--- src/rtl/hack_keyboard.sv ---
// PS/2 set-2 keyboard receiver and Hack keyboard-code decoder (memory-mapped at 0x6000).
// Optional feature macro: KBD_SHIFT_EN (shift-aware letter codes).
module hack_keyboard #(
  parameter int unsigned FILTER_LEN     = 8,
  parameter int unsigned TIMEOUT_CYCLES = 200000
) (
  input  logic        clk,
  input  logic        reset,
  input  logic        ps2_clk,
  input  logic        ps2_data,
  output logic [15:0] kbd_out,
  output logic        key_event,
  output logic        frame_error
);

  localparam int unsigned FW = (FILTER_LEN > 1) ? $clog2(FILTER_LEN) : 1;
  localparam int unsigned TW = (TIMEOUT_CYCLES > 1) ? $clog2(TIMEOUT_CYCLES) : 1;

  typedef enum logic [1:0] {IDLE, DATA, PARITY, STOP} state_t;

  logic [1:0]    clk_sync, data_sync;
  logic [FW-1:0] flt_cnt;
  logic          clk_filt, fall;
  logic          data_s;

  state_t        state_q, state_d;
  logic [7:0]    shift_q, shift_d;
  logic [2:0]    bit_q, bit_d;
  logic          par_ok_q, par_ok_d;
  logic [TW-1:0] to_q, to_d;
  logic          err_d, byte_vld_q, byte_vld_d;
  logic          timeout_hit;

  logic          ext, brk;
  logic [8:0]    held;
  logic [7:0]    code_c, lbase;
  logic          is_shift;

  assign data_s = data_sync[1];

  // 2-FF synchronizers; idle bus level is high
  always_ff @(posedge clk) begin
    if (reset) begin
      clk_sync  <= 2'b11;
      data_sync <= 2'b11;
    end else begin
      clk_sync  <= {clk_sync[0], ps2_clk};
      data_sync <= {data_sync[0], ps2_data};
    end
  end

  // Glitch filter: follow the synchronized clock only after FILTER_LEN differing samples
  always_ff @(posedge clk) begin
    if (reset) begin
      flt_cnt  <= '0;
      clk_filt <= 1'b1;
      fall     <= 1'b0;
    end else begin
      fall <= 1'b0;
      if (clk_sync[1] == clk_filt) begin
        flt_cnt <= '0;
      end else if (flt_cnt == FW'(FILTER_LEN - 1)) begin
        flt_cnt  <= '0;
        clk_filt <= clk_sync[1];
        fall     <= clk_filt;
      end else begin
        flt_cnt <= flt_cnt + FW'(1);
      end
    end
  end

  always_ff @(posedge clk) begin
    if (reset) begin
      state_q     <= IDLE;
      shift_q     <= '0;
      bit_q       <= '0;
      par_ok_q    <= 1'b0;
      to_q        <= '0;
      byte_vld_q  <= 1'b0;
      frame_error <= 1'b0;
    end else begin
      state_q     <= state_d;
      shift_q     <= shift_d;
      bit_q       <= bit_d;
      par_ok_q    <= par_ok_d;
      to_q        <= to_d;
      byte_vld_q  <= byte_vld_d;
      frame_error <= err_d;
    end
  end

  // Frame receiver; a timeout takes priority over a coincident fall
  always_comb begin
    state_d     = state_q;
    shift_d     = shift_q;
    bit_d       = bit_q;
    par_ok_d    = par_ok_q;
    to_d        = (state_q == IDLE) ? '0 : to_q + TW'(1);
    err_d       = 1'b0;
    byte_vld_d  = 1'b0;
    timeout_hit = (state_q != IDLE) && (to_q == TW'(TIMEOUT_CYCLES - 1));
    if (timeout_hit) begin
      state_d = IDLE;
      to_d    = '0;
      err_d   = 1'b1;
    end else if (fall) begin
      to_d = '0;
      case (state_q)
        IDLE: begin
          if (!data_s) begin
            state_d = DATA;
            bit_d   = '0;
            shift_d = '0;
          end else begin
            err_d = 1'b1;
          end
        end
        DATA: begin
          shift_d = {data_s, shift_q[7:1]};
          bit_d   = bit_q + 3'd1;
          if (bit_q == 3'd7) state_d = PARITY;
        end
        PARITY: begin
          par_ok_d = ^{shift_q, data_s};
          state_d  = STOP;
        end
        STOP: begin
          if (data_s && par_ok_q) byte_vld_d = 1'b1;
          else                    err_d      = 1'b1;
          state_d = IDLE;
        end
        default: state_d = IDLE;
      endcase
    end
  end

`ifdef KBD_SHIFT_EN
  logic shift_held;
  assign is_shift = !ext && (shift_q == 8'h12 || shift_q == 8'h59);
  assign lbase    = shift_held ? 8'd65 : 8'd97;

  always_ff @(posedge clk) begin
    if (reset)                                  shift_held <= 1'b0;
    else if (byte_vld_q && is_shift && shift_q != 8'hE0 && shift_q != 8'hF0)
                                                shift_held <= ~brk;
  end
`else
  assign is_shift = 1'b0;
  assign lbase    = 8'd65;
`endif

  // Scan-code set 2 lookup; zero means unmapped
  always_comb begin
    code_c = '0;
    case ({ext, shift_q})
      9'h01C: code_c = lbase + 8'd0;   9'h032: code_c = lbase + 8'd1;
      9'h021: code_c = lbase + 8'd2;   9'h023: code_c = lbase + 8'd3;
      9'h024: code_c = lbase + 8'd4;   9'h02B: code_c = lbase + 8'd5;
      9'h034: code_c = lbase + 8'd6;   9'h033: code_c = lbase + 8'd7;
      9'h043: code_c = lbase + 8'd8;   9'h03B: code_c = lbase + 8'd9;
      9'h042: code_c = lbase + 8'd10;  9'h04B: code_c = lbase + 8'd11;
      9'h03A: code_c = lbase + 8'd12;  9'h031: code_c = lbase + 8'd13;
      9'h044: code_c = lbase + 8'd14;  9'h04D: code_c = lbase + 8'd15;
      9'h015: code_c = lbase + 8'd16;  9'h02D: code_c = lbase + 8'd17;
      9'h01B: code_c = lbase + 8'd18;  9'h02C: code_c = lbase + 8'd19;
      9'h03C: code_c = lbase + 8'd20;  9'h02A: code_c = lbase + 8'd21;
      9'h01D: code_c = lbase + 8'd22;  9'h022: code_c = lbase + 8'd23;
      9'h035: code_c = lbase + 8'd24;  9'h01A: code_c = lbase + 8'd25;
      9'h045: code_c = 8'd48;  9'h016: code_c = 8'd49;  9'h01E: code_c = 8'd50;
      9'h026: code_c = 8'd51;  9'h025: code_c = 8'd52;  9'h02E: code_c = 8'd53;
      9'h036: code_c = 8'd54;  9'h03D: code_c = 8'd55;  9'h03E: code_c = 8'd56;
      9'h046: code_c = 8'd57;
      9'h029: code_c = 8'd32;  9'h05A: code_c = 8'd128; 9'h066: code_c = 8'd129;
      9'h076: code_c = 8'd140;
      9'h16B: code_c = 8'd130; 9'h175: code_c = 8'd131; 9'h174: code_c = 8'd132;
      9'h172: code_c = 8'd133;
      default: code_c = '0;
    endcase
  end

  // Make/break/prefix tracking; held == 0 means no key held
  always_ff @(posedge clk) begin
    if (reset) begin
      kbd_out   <= '0;
      key_event <= 1'b0;
      ext       <= 1'b0;
      brk       <= 1'b0;
      held      <= '0;
    end else begin
      key_event <= 1'b0;
      if (byte_vld_q) begin
        if (shift_q == 8'hE0) begin
          ext <= 1'b1;
        end else if (shift_q == 8'hF0) begin
          brk <= 1'b1;
        end else begin
          ext <= 1'b0;
          brk <= 1'b0;
          if (!is_shift) begin
            if (brk) begin
              if ({ext, shift_q} == held) begin
                kbd_out   <= '0;
                held      <= '0;
                key_event <= (kbd_out != 16'd0);
              end
            end else if (code_c != 8'd0 && {ext, shift_q} != held) begin
              kbd_out   <= 16'(code_c);
              held      <= {ext, shift_q};
              key_event <= (kbd_out != 16'(code_c));
            end
          end
        end
      end
    end
  end

endmodule
--- config.mk ---
export PLATFORM = sky130hd
export DESIGN_NAME = hack_keyboard
export DESIGN_NICKNAME = d
export VERILOG_FILES = /design/src/rtl/hack_keyboard.sv
export SDC_FILE = /design/constraint.sdc
export NUM_CORES = 1
export LEC_CHECK = 0
export ABC_AREA = 1
export CAP_MARGIN = 20
export CORE_MARGIN = 8
export CORE_UTILIZATION = 66
export DETAILED_ROUTE_END_ITERATION = 8
export PLACE_DENSITY = 0.92
export SLEW_MARGIN = 20
export SYNTH_ARGS = -nofsm -noshare
export SYNTH_HDL_FRONTEND = slang
export SYNTH_SLANG_ARGS = --single-unit
export TNS_END_PERCENT = 100
--- constraint.sdc ---
create_clock -name clk -period 4.3 [get_ports clk]
set_input_delay 0.86 -clock clk [delete_from_list [all_inputs] [get_ports clk]]
set_output_delay 0.86 -clock clk [all_outputs]
set_load 0.01 [all_outputs]
-- After elaboration in Yosys (flattened, before gate mapping)
Index checks and enable logic that the tools add are counted.
- bitwise logic cells: 8
- add/subtract/negate cells: 3
- equal/unequal tests: 60
- reductions and logical operators: 23
- muxes and demuxes: 26
- operators by type and width (operator ; count):
    one-hot mux 8 bit (44 select lines) ; 1
    == test 9 x 6 -> 1 bit (second input constant) ; 23
    == test 9 x 7 -> 1 bit (second input constant) ; 10
    == test 9 x 5 -> 1 bit (second input constant) ; 7
    two-way mux 16 bit ; 3
    == test 9 bit (second input constant) ; 4
    two-way mux 9 bit ; 3
    adder 18 x 1 -> 18 bit (second input constant) ; 1
    == test 18 bit (second input constant) ; 1
    == test 8 bit (second input constant) ; 2
    != test 16 x 8 -> 1 bit ; 1
    one-hot mux 8 bit (2 select lines) ; 1
    nonzero test 16 bit ; 1
    OR reduction 4 bit ; 3
    two-way mux 1 bit ; 11
    == test 9 bit ; 1
    != test 9 bit ; 1
    parity 9 bit ; 1
    two-way mux 8 bit ; 1
    inverter 1 bit ; 8
    one-hot mux 2 bit (4 select lines) ; 1
    nonzero test 8 bit ; 1
    adder 3 x 1 -> 3 bit (second input constant) ; 2
    == test 3 bit (second input constant) ; 2
    18 further kinds ; 30
- bits in registers: 71
- output and inout port bits: 18

-- Depth between registers and ports, before layout
- word-level depth: 6
- gate-level depth with buffers: 21
- gate-level depth less buffers: 19

-- Worst setup path before layout
Ideal clock, no wire load.
- path kind: register to register
- from: reg shift_q[0]
- to: reg kbd_out[0]
- library setup time: 111 ps
- slack: 2369 ps
- required time: 4189 ps
- cell stages (with the launch flop): 20
- period minus slack after synthesis: 1931 ps
- arrival: 1820 ps
- cell sequence: dfxtp_1 buf_6 inv_4 nand2_8 inv_4 nand2_1 nor2_1 nor2_2 nand2_2 nor2_4 nand3_2 nor2_2 nand2_2 nand2_4 nand2_8 nand2_4 inv_4 buf_12 nor2_4 nor2_2
- word-level cells in the longest chain between the ends: 6
- elaborated cells between the ends (all ways): 58
- RTL lines (element ; line ; source):
    from (decl) ; 27 ; logic [7:0] shift_q, shift_d;
    from (signal assigned) ; 83 ; shift_q <= shift_d;
    == test 9 bit (tied with other cells) ; 155 ; case ({ext, shift_q})
    one-hot mux 8 bit (44 select lines) ; 155 ;
    nonzero test 8 bit ; 206 ; end else if (code_c != 8'd0 && {ext, shift_q} != held) begin
    logical AND 1 bit ; 206 ;
    nonzero test 2 bit (no source line) ; n/a ;
    AND reduction 5 bit (no source line) ; n/a ;
    to (signal assigned) ; 207 ; kbd_out <= 16'(code_c);
    to (decl) ; 11 ; output logic [15:0] kbd_out,
Several ways; a longest one is shown, not always the timed one. The select of a mux whose other input is x is not followed.
A chain may end at the register's enable or synchronous reset.

-- Final worst setup path
- from: in reset
- to: reg to_q[16]
- word-level cells in the longest chain between the ends: 1
- RTL lines (element ; line ; source):
    from (decl) ; 8 ; input logic reset,
    OR reduction 4 bit (no source line) ; n/a ;
    to (signal assigned) ; 86 ; to_q <= to_d;
    to (decl) ; 30 ; logic [TW-1:0] to_q, to_d;
No other way between the ends.

==> metrics <==
signal arrival time at the worst endpoint=2.98 ns; net switching component of the power=264 µW; endpoint kind of the worst setup timing path=flop; CTS tree=done; critical path type=in -> reg; Leakage Power=0.00204 µW; internal power consumption=~860 µW; global routing usage on met1=around a quarter; Netlist cell types=44; final std cell area, no fill=4560 µm²; count of vias placed by the detailed router=4072; sequential cell area=1260 µm²; synthesized instance count=629; count of endpoints failing hold in the final timing report=0; global-route track usage on met2=about two fifths; post-synthesis cell type with the largest combined area=dfxtp_1; maximum vdd drop=approximately 0.30 mV; ranking of synthesized cells by area=dfxtp_1 (29%), nand2_1 (11%), nor2_1 (8.5%), nand3_1 (5.9%), inv_1 (3.9%); total routed wirelength=10200 µm; Routability Congestion=0.974; depth of the worst register-to-register path=15; fraction of registers with async set or reset after synthesis=0%; leading post-synthesis cells by instance count=nand2_1 (132), nor2_1 (98), dfxtp_1 (63); Starting Density=68.1%; insertion delay of the later-clocked pin in the worst-skew pair=0.35 ns; CP startpoint=reset; number of cells upsized or downsized after cts=0; row count=29; launching element type of the critical path=input port; per-instance average area after synthesis=6.87 µm²; vias per cell=5.70; maximum number of pins on one net before global-route repair=23; outcome=finished clean; clock network power share=a little under half; routed wirelength normalized by instance count=roughly 14 µm; power per cell area=between 200 and 250 nW/µm²; post-route clock skew=between 0.008 and 0.009 ns; die area=9390 µm²; start of the worst register-to-register path=shift_q[1]; R2R Path End=kbd_out[5]; switching part of the total power=23.4%; share of final-layout standard cells stronger than drive strength 1=16.9%; TritonCTS Buffers=9; Yosys warning count=0; reg-to-reg slack, setup=1.71 ns; post-CTS setup buffer count=0; post-detailed-route count of antenna-violating nets=0; HPWL reported at the end of detailed placement=7620 µm; Clock Root Buffer=clkbuf_8; 1st-pass router iterations=5; area used by multi-input combinational logic=2620 µm²; count of H-tree levels built during CTS=3; count of input and output buffers=13; via count of the first global-routing pass=between 3000 and 4000; DRC violations left=0; post-layout instance count excluding filler cells=715; post-synthesis to final-layout area growth=5.41%; sequential group share of total power=approximately 52%; antenna diode instance count=0; critical-path maximum fanout=22; GR Layer Usage met3=5.62%; most heavily used metal layer in global routing=met2; capture point of the critical path=to_q[16]; Comb power frac=around 1.9%; width of the die=96.9 µm; total negative setup slack=0 ns; GRT Overall Usage=a little over a fifth; kind of path behind the tightest hold check=reg -> reg; RSZ-0062 raised after global routing=false; number of placed instances, taps included=699; number of nets in the layout=646; setup violators final=0; Max-cap violations=0; maximum clock insertion buffer count=2; hold path startpoint=clk_sync[0]; transition time of the tightest slew-check pin=0.626 ns; CTS Hold Bufs=0; required time of the critical path=4.60 ns; count leader, synth=nand2_1; Max Freq=around 0.37 GHz; min Tclk post-route=approximately 2.7 ns; starting DRC count in detailed routing=401; sequential share of the synthesized area=29.2%; Slew Viols, Final=0; share of the cycle needed by the critical path after routing=62.2%; aggregate global routing overflow=0; Post-Synthesis Cell Area=4320 µm²; area after detailed placement=4360 µm²; number of sinks handled by clock tree synthesis=63; count of state elements after synthesis=63; clock slew at the register clock pins of the worst setup and hold paths=approximately 0.07 ns; floorplan core area=6350 µm²; slew margin rel.=between 50% and 60%; number of I/O pins=22; Die Y=96.9 µm; number of antenna violations at the first check in global routing=0; share of the synthesized area in the top cell type=29.2%; final-layout fill cell count=509; most used flip-flop cell after synthesis=dfxtp_1; first-pass GRT wire length=17700 µm; Post-synth EDFFs=0
-- cells by family after synthesis --
logic type               count (synthesis)  share of synthesized area, %
XOR/XNOR                                19                          3.85
buffers and inverters                   89                          10.9
flip-flops                              63                          29.2
multiplexers                             1                         0.232
AO/OA/AOI/OAI                           62                          8.48
AND/OR/NAND/NOR                        385                          44.7
adder cells (fa/ha/maj)                  9                          2.61
other                                    1                        0.0868
-- per-layer routing --
layer	share of wire, %	vias up
met2	49	179
met4	2.3	0
li1	-	2009
met3	6.9	26
met5	0	-
met1	41	1858
-- state kept, by name, summed over array words and instances, names as in the netlist --
name / cells
bit_q: 3
brk: 1
byte_vld_q: 1
clk_filt: 1
clk_sync: 2
data_sync: 2
ext: 1
fall: 1
flt_cnt: 3
frame_error: 1
held: 9
kbd_out: 8
key_event: 1
par_ok_q: 1
shift_q: 8
state_q: 2
to_q: 18
-- placed cells by master, fill, tap and decap left out, types with 9 or more instances in the layout --
| cell | netlist | routed |
|---|---|---|
| nand2_1 | 132 | 132 |
| nor2_1 | 98 | 98 |
| dfxtp_1 | 63 | 63 |
| nand3_1 | 51 | 51 |
| inv_1 | 45 | 45 |
| a21oi_1 | 29 | 29 |
| nor2_2 | 26 | 26 |
| nor2_4 | 15 | 15 |
| nand2_2 | 13 | 13 |
| nor3_1 | 13 | 13 |
| xor2_1 | 13 | 13 |
| clkdlybuf4s50_1 | 0 | 13 |
| o21ai_0 | 11 | 11 |
| inv_2 | 9 | 9 |
| ha_1 | 9 | 9 |
| clkbuf_8 | 0 | 9 |
-- worst min path at each step --
stage | end | cells after the start
finish | clk_sync[1] | 1
global route | clk_sync[1] | 1
detailed placement | clk_sync[1] | 1
CTS | clk_sync[1] | 1
global placement | data_sync[1] | 1
floorplan | clk_sync[1] | 1
-- cell type report --
cell class              count  share of cell area, %
clock buffers               9                   2.72
flip-flops and latches     63                   27.7
repair buffers             15                   3.19
clock inverters             7                   1.57
inverters                  60                   5.27
well taps                  77                   2.11
multi-input cells         484                   57.5
-- critical path: stages --
cell and delay (ns):
clkdlybuf4s50_1 0.39, buf_4 0.20, inv_1 0.48, nand3_1 0.17, a41o_1 0.44, or2_2 0.37
inv_1 0.05
-- power by group through the flow --
stage          combinational [µW]  sequential, µW  clock, µW
2_1_floorplan                20.8             599          0
3_3_place_gp                 20.0             600          0
3_5_place_dp                 20.6             600          0
4_1_cts                      20.9             586        527
5_1_grt                      23.7             586        553
6_report                     21.1             586        518
-- stage by stage --
| step | hold slack, ns | power, µW | util [%] | setup WS (ns) |
|---|---|---|---|---|
| global route | 0.437 | 1160 | 71.7 | 1.46 |
| global placement | 0.395 | 620 | 68.7 | 1.33 |
| floorplan | 0.389 | 620 | - | 2.37 |
| CTS | 0.415 | 1130 | 71.7 | 1.64 |
| detailed placement | 0.393 | 620 | 68.7 | 1.28 |
| finish | 0.414 | 1130 | 71.7 | 1.62 |
Note: power is estimated with default switching activity, not from simulation.
